$ cat src/rtl/cpld_spi_responder.sv
// SPI mode-0 register responder oversampled by sysclk: ID, status, control and scratch bytes.
// Optional CPLD_SPI_WRITE_EN enables commits to the control (0x02) and scratch (0x03) registers.
module cpld_spi_responder #(
  parameter logic [7:0] ID_VALUE   = 8'hA5,
  parameter logic [7:0] CTRL_RESET = 8'h00
) (
  input  logic       sysclk,
  input  logic       reset,
  input  logic       spi_clk,
  input  logic       spi_mosi,
  input  logic       spi_cs_INV,
  output logic       spi_miso,
  input  logic [7:0] status_in,
  output logic [7:0] ctrl_out,
  output logic       ctrl_wr,
  output logic       frame_err
);

`ifdef CPLD_SPI_WRITE_EN
  localparam bit WR_EN = 1'b1;
`else
  localparam bit WR_EN = 1'b0;
`endif

  typedef enum logic [1:0] {IDLE, SHIFT, DONE} state_e;

  state_e      state_q;
  logic [2:0]  clk_sync_q, cs_sync_q;
  logic [1:0]  mosi_sync_q;
  logic [1:0]  fill_q;
  logic        armed_q;
  logic [3:0]  cnt_q;
  logic [6:0]  rx_q;
  logic        wr_q;
  logic [6:0]  addr_q;
  logic [7:0]  snap_q;
  logic        miso_q;
  logic [7:0]  ctrl_q, scratch_q;
  logic        ctrl_wr_q, frame_err_q;

  logic sclk_rise, sclk_fall, cs_fall, cs_rise, mosi_s;

  assign sclk_rise = clk_sync_q[1] & ~clk_sync_q[2];
  assign sclk_fall = ~clk_sync_q[1] & clk_sync_q[2];
  // CS fall only counts once the synchronizer has really seen the pin high,
  // so a CS still low across reset cannot open a frame.
  assign cs_fall   = armed_q & cs_sync_q[2] & ~cs_sync_q[1];
  assign cs_rise   = cs_sync_q[1] & ~cs_sync_q[2];
  assign mosi_s    = mosi_sync_q[1];

  function automatic logic [7:0] read_mux(input logic [6:0] a);
    case (a)
      7'h00:   read_mux = ID_VALUE;
      7'h01:   read_mux = status_in;
      7'h02:   read_mux = ctrl_q;
      7'h03:   read_mux = scratch_q;
      default: read_mux = 8'h00;
    endcase
  endfunction

  always_ff @(posedge sysclk) begin
    if (reset) begin
      state_q     <= IDLE;
      clk_sync_q  <= 3'b000;
      cs_sync_q   <= 3'b111;
      mosi_sync_q <= 2'b00;
      fill_q      <= 2'b00;
      armed_q     <= 1'b0;
      cnt_q       <= 4'd0;
      rx_q        <= 7'd0;
      wr_q        <= 1'b0;
      addr_q      <= 7'd0;
      snap_q      <= 8'd0;
      miso_q      <= 1'b0;
      ctrl_q      <= CTRL_RESET;
      scratch_q   <= 8'h00;
      ctrl_wr_q   <= 1'b0;
      frame_err_q <= 1'b0;
    end else begin
      clk_sync_q  <= {clk_sync_q[1:0], spi_clk};
      cs_sync_q   <= {cs_sync_q[1:0], spi_cs_INV};
      mosi_sync_q <= {mosi_sync_q[0], spi_mosi};
      fill_q      <= {fill_q[0], 1'b1};
      if (fill_q[1] && cs_sync_q[1]) armed_q <= 1'b1;
      ctrl_wr_q   <= 1'b0;
      frame_err_q <= 1'b0;
      case (state_q)
        IDLE: begin
          miso_q <= 1'b0;
          if (cs_fall) begin
            state_q <= SHIFT;
            cnt_q   <= 4'd0;
          end
        end
        SHIFT: begin
          if (cs_rise) begin
            state_q     <= IDLE;
            frame_err_q <= 1'b1;
            miso_q      <= 1'b0;
          end else if (sclk_rise) begin
            rx_q  <= {rx_q[5:0], mosi_s};
            cnt_q <= cnt_q + 4'd1;
            if (cnt_q == 4'd7) begin
              // header complete: latch W/address and freeze the read data
              wr_q   <= rx_q[6];
              addr_q <= {rx_q[5:0], mosi_s};
              snap_q <= read_mux({rx_q[5:0], mosi_s});
            end
            if (cnt_q == 4'd15) begin
              state_q <= DONE;
              miso_q  <= 1'b0;
              if (WR_EN && wr_q) begin
                if (addr_q == 7'h02) begin
                  ctrl_q    <= {rx_q[6:0], mosi_s};
                  ctrl_wr_q <= 1'b1;
                end else if (addr_q == 7'h03) begin
                  scratch_q <= {rx_q[6:0], mosi_s};
                end
              end
            end
          end else if (sclk_fall && cnt_q >= 4'd8 && !wr_q) begin
            miso_q <= snap_q[7];
            snap_q <= {snap_q[6:0], 1'b0};
          end
        end
        DONE: begin
          miso_q <= 1'b0;
          if (cs_rise) state_q <= IDLE;
        end
        default: state_q <= IDLE;
      endcase
    end
  end

  assign spi_miso  = miso_q;
  assign ctrl_out  = ctrl_q;
  assign ctrl_wr   = ctrl_wr_q;
  assign frame_err = frame_err_q;

endmodule

$ cat config.mk
export PLATFORM = sky130hd
export DESIGN_NAME = cpld_spi_responder
export DESIGN_NICKNAME = d
export VERILOG_FILES = /design/src/rtl/cpld_spi_responder.sv
export SDC_FILE = /design/constraint.sdc
export NUM_CORES = 1
export LEC_CHECK = 0
export CAP_MARGIN = 20
export CORE_MARGIN = 3
export CORE_UTILIZATION = 59
export CTS_BUF_LIST = sky130_fd_sc_hd__clkbuf_8
export DETAILED_ROUTE_END_ITERATION = 12
export PLACE_DENSITY = 0.87
export SLEW_MARGIN = 20
export SYNTH_ARGS = -nofsm -noshare
export SYNTH_HDL_FRONTEND = slang
export SYNTH_SLANG_ARGS = --single-unit
$ cat constraint.sdc
create_clock -name sysclk -period 2.65 [get_ports sysclk]
set_clock_uncertainty 0.1 [all_clocks]
set_input_delay 0.265 -clock sysclk [delete_from_list [all_inputs] [get_ports sysclk]]
set_output_delay 0.265 -clock sysclk [all_outputs]
set_load 0.01 [all_outputs]
Yosys cells after proc, flatten, opt, wreduce, memory -nomap -nowiden
Cells that the tools add are included.
{"block": "word_totals", "ff_bits": 35, "input_bits": 13, "output_inout_bits": 11, "word_cells": 78}
{"block": "classes", "n_addsub": 1, "magnitude_cmp": 1, "eq_ne": 14, "mux": 21, "bitwise": 11, "reduce_logical": 17}
{"cell": "8-bit two-way mux", "count": 3}
{"cell": "8-bit case mux with 2 select lines", "count": 1}
{"cell": "4-bit AND reduction", "count": 4}
{"cell": "4-bit two-way mux", "count": 3}
{"cell": "2-bit two-way mux", "count": 5}
{"cell": "2-bit != test (second input constant)", "count": 4}
{"cell": "4-bit != test (second input constant)", "count": 2}
{"cell": "4-bit case mux with 2 select lines", "count": 1}
{"cell": "7-bit by 1-bit == test with 1-bit output (second input constant)", "count": 1}
{"cell": "7-bit zero test", "count": 1}
{"cell": "1-bit two-way mux", "count": 6}
{"cell": "3-bit != test (second input constant)", "count": 2}
{"cell": "1-bit NOT", "count": 6}
{"cell": "2-bit case mux with 3 select lines", "count": 1}
{"cell": "3-bit AND reduction", "count": 2}
{"cell": "2-bit nonzero test", "count": 3}
{"cell": "1-bit bitwise AND", "count": 5}
{"cell": "4-bit by 1-bit adder with 4-bit output (second input constant)", "count": 1}
{"cell": "4-bit by 3-bit == test with 1-bit output (second input constant)", "count": 1}
{"cell": "4-bit == test (second input constant)", "count": 1}
{"cell": "4-bit >= comparator (second input constant)", "count": 1}
{"cell": "2-bit OR reduction", "count": 2}
{"cell": "1-bit logical AND", "count": 3}
{"cell": "2-bit by 1-bit == test with 1-bit output (second input constant)", "count": 1}
{"cell": "other kinds (5)", "count": 5}

Depth between registers and ports, before layout
{"block": "logic_depth", "depth_word": 8, "depth_mapped": 6, "mapped_depth_nobuf": 5}

Worst setup path before layout
Ideal clock, no wire load.
{"block": "synth_path", "path_kind": "reg2reg", "start": "register cnt_q[0]", "end": "register snap_q[1]", "setup_time_ns": 0.138, "t_arrival_ns": 1.440, "required_time_ns": 2.412, "setup_slack_ns": 0.972, "stages_incl_launch_ff": 7, "path_buffers": 1, "synth_period_minus_slack_ns": 1.678, "cell_sequence": "dfxtp_1 -> ha_1 -> nand4b_1 -> o21ai_1 -> and2_1 -> buf_2 -> a311oi_2"}
{"block": "synth_via", "elab_chain_len": 5, "word_cells_on_any_way": 7, "classes_between": "order compare (1); eq/ne (2); reduce/logical (4)"}
{"element": "from (decl)", "line_no": "32", "text": "logic [3:0] cnt_q;"}
{"element": "from (signal assigned)", "line_no": "102", "text": "cnt_q <= cnt_q + 4'd1;"}
{"element": "4-bit >= comparator", "line_no": "121", "text": "end else if (sclk_fall && cnt_q >= 4'd8 && !wr_q) begin"}
{"element": "1-bit logical AND (2 in series)", "line_no": "121"}
{"element": "2-bit nonzero test (no line)"}
{"element": "4-bit AND reduction (no line) *"}
{"element": "to (signal assigned)", "line_no": "107", "text": "snap_q <= read_mux({rx_q[5:0], mosi_s});"}
{"element": "to (signal assigned)", "line_no": "123", "text": "snap_q <= {snap_q[6:0], 1'b0};"}
{"element": "to (decl)", "line_no": "36", "text": "logic [7:0] snap_q;"}
Mark *: on every way between the ends. The rest lies on a longest branch, timed or not.
A chain may end at the register's enable or synchronous reset.

Worst setup path in the final report
Ends and elaborated chain as after synthesis.

==> flow_summary.yaml <==
run_status:
  status: "finished, final reports clean"
synth:
  yosysWarnings: 0
  yosysTopAreaCell: "dfxtp_1"
  ys_top_cells_by_area: "dfxtp_1, a21oi_1, nand2_1"
  ys_top_cells_by_count: "dfxtp_1, nand2_1, a21oi_1, buf_4, nor2b_1"
  synth_edf_count: 0
  syn_area_mm2: 0.00152
  ys.flop_type: "dfxtp_1"
  ys_seq_elements: 35
  synth_most_common_cell: "dfxtp_1"
  synthCells: 170
  synthArstFlopShare: 0
  syn_avg_cell_area_um2: 8.96
  ys_seq_area_frac: 0.460
  synth.top_cell.area_share: 0.460
  synth.distinct_cells: 39
global_route:
  overflow: 0
  grt_start_max_net_pins: 22
  antenna_found_initial: 0
  grt_pass1_vias: 1198
  grt_use_total: 0.215
  grt_pass1_wl_um: 5330
die:
  die_height_um: 56.8
  die_w_um: 56.8
  num_io_pins: 24
  start_util: 0.651
  die_area_mm2: 0.00323
  core_mm2: 0.00234
  num_rows: 17
place:
  dpl.cell_count: 207
  place_hpwl_um: 2320
  dpl_worst_slack_ns: 0.676
  port_buffers: 14
  gp_congestion: 0.877
setup_path:
  r2r_slack_ns: 0.61
  crit_slowest_cell: "o21ai_1"
  path_class: "register to register"
  slowest_delay_ns: 0.48
  required_ns: 2.69
  cpLargestDelayFamily: "compound AO/OA/AOI/OAI gates"
  endpoint: "snap_q[1]"
  path_depth: 5
  worstSetupStartpoint: "cnt_q[0]"
  crit_path_max_fanout: 8
  r2r_end: "snap_q[1]"
  rr_worst_depth: 5
  endpoint_kind: "register"
  timing.rr.start: "cnt_q[0]"
  path_buf_inv: 0
  arrival_ns: 2.09
  worst_setup_path_start_kind: "register"
  crit_chain: "ha_1 > nand4b_1 > o21ai_1 > and2_1 > a311oi_2"
timing:
  tns_ns: 0
  worst_slack_ns: 0.607
  max_freq_mhz: 490
  slew_violations: 0
  post-route-min-period_ns: 2.04
  finalCritPeriodShare: 0.771
  rsz0062_at_grt: "false"
  final_hold_viol_count: 0
  relSlewSlack: 0.595
  tightest_slew_ns: 0.604
  setup_violations: 0
clock_network:
  cts-root-buf: "clkbuf_8"
  clk_pin_slew_ns: 0.07
  htree_levels: 2
  cts_tree: "yes"
  postCtsSetupBuffers: 0
  postCtsHoldBufs: 0
  clock-sinks: 35
  cts_resized: 0
  cts_buffers: 5
  worstSkewPairLatency_ns: 0.29
  clockBufferDepth: 2
min_path:
  hold_path_depth: 1
  hp-class: "register to register"
power_and_ir_drop:
  power.leakage_nw: 0.642
  powerDensity_mw_per_mm2: 612
  ir_drop_v: 0.000591
job:
  maxCapViolCount: 0
cells_and_area:
  multi_input_area_um2: 729
  final_cell_count_no_fill: 215
  drive_above_1_share: 0.107
  seqCellArea_um2: 701
  fin_nets: 201
  area_growth_pct: 16.3
  nFillCells: 174
  num_antenna_cells: 0
route:
  detail-route-antenna-nets: 0
  num_vias: 1280
  drcViolationCount: 0
  drt-initial-drc-count: 34
  drtPass1Iterations: 4
  via_per_inst: 5.95
  routed_wl_um: 3240
  routedWlPerCell_um: 15.1
[worst min path at each step]
stage,end,start
global route,cs_sync_q[1],cs_sync_q[0]
CTS,cs_sync_q[1],cs_sync_q[0]
global placement,cs_sync_q[1],cs_sync_q[0]
finish,cs_sync_q[1],cs_sync_q[0]
detailed placement,cs_sync_q[1],cs_sync_q[0]
floorplan,cs_sync_q[0],spi_cs_INV
[flip-flops by register name, summed over array words and instances (netlist names)]
name         cells
armed_q          1
clk_sync_q       3
cnt_q            4
cs_sync_q        3
fill_q           2
frame_err        1
mosi_sync_q      2
rx_q             7
snap_q           8
spi_miso         1
state_q          2
wr_q             1
[through the flow]
stage                     cell area [um2]  hold slack [ns]  total power [mW]  utilization
after CTS                            1770            0.320              1.09        0.757
after global placement               1650            0.297             0.604        0.707
after detailed placement             1650            0.300             0.606        0.707
after floorplan                      1550            0.269             0.591            -
after global routing                 1770            0.330              1.12        0.757
final                                1770            0.317              1.09        0.757
[power breakdown]
group | switching (mW) | internal (mW) | total, mW | leakage (nW)
logic | 0.0289 | 0.0265 | 0.0553 | 0.296
registers | 0.00616 | 0.534 | 0.540 | 0.284
clock network | 0.185 | 0.304 | 0.490 | 0.0612
[routing by layer]
metal  part of all wire  GRT usage  up-vias
li1                   -          -      614
met1               0.43      0.248      602
met2               0.50      0.358       54
met3              0.052     0.0529       10
met4              0.027      0.123        0
met5                  0          0        -
[cell families after synthesis]
logic type / share of synthesized area
flops: 0.460
xor+xnor: 0.0115
fa+ha+maj: 0.0164
mux: 0.0131
other cells: 0.00246
simple gates: 0.245
compound gates: 0.171
buf+inv: 0.0813
[layout by cell type, fill, tap and decap left out, types with 2 or more instances in the layout]
cell             Yosys  layout
nand2_1             23      23
nor2b_1              9       9
mux2i_1              2       2
or2_2                2       2
clkdlybuf4s50_1      0      14
a211oi_1             3       3
a22oi_1              3       3
conb_1               1       9
nand4_1              8       8
buf_4                9       3
nand2b_1             5       5
ha_1                 2       2
clkbuf_8             0       6
inv_1                7       7
a21oi_1             20      20
nor2_1               7       7
dfxtp_1             35      35
nand3_1              4       4
a311oi_2             4       4
nand4b_1             2       2
[cell type report]
class | instances | area share
clock buffer | 6 | 0.0466
clock inverter | 2 | 0.0198
inverter | 7 | 0.0148
multi-input combinational | 120 | 0.412
sequential | 35 | 0.395
tap | 28 | 0.0198
timing repair buffer | 17 | 0.0918
No activity file was read; power rests on OpenSTA's default activity.
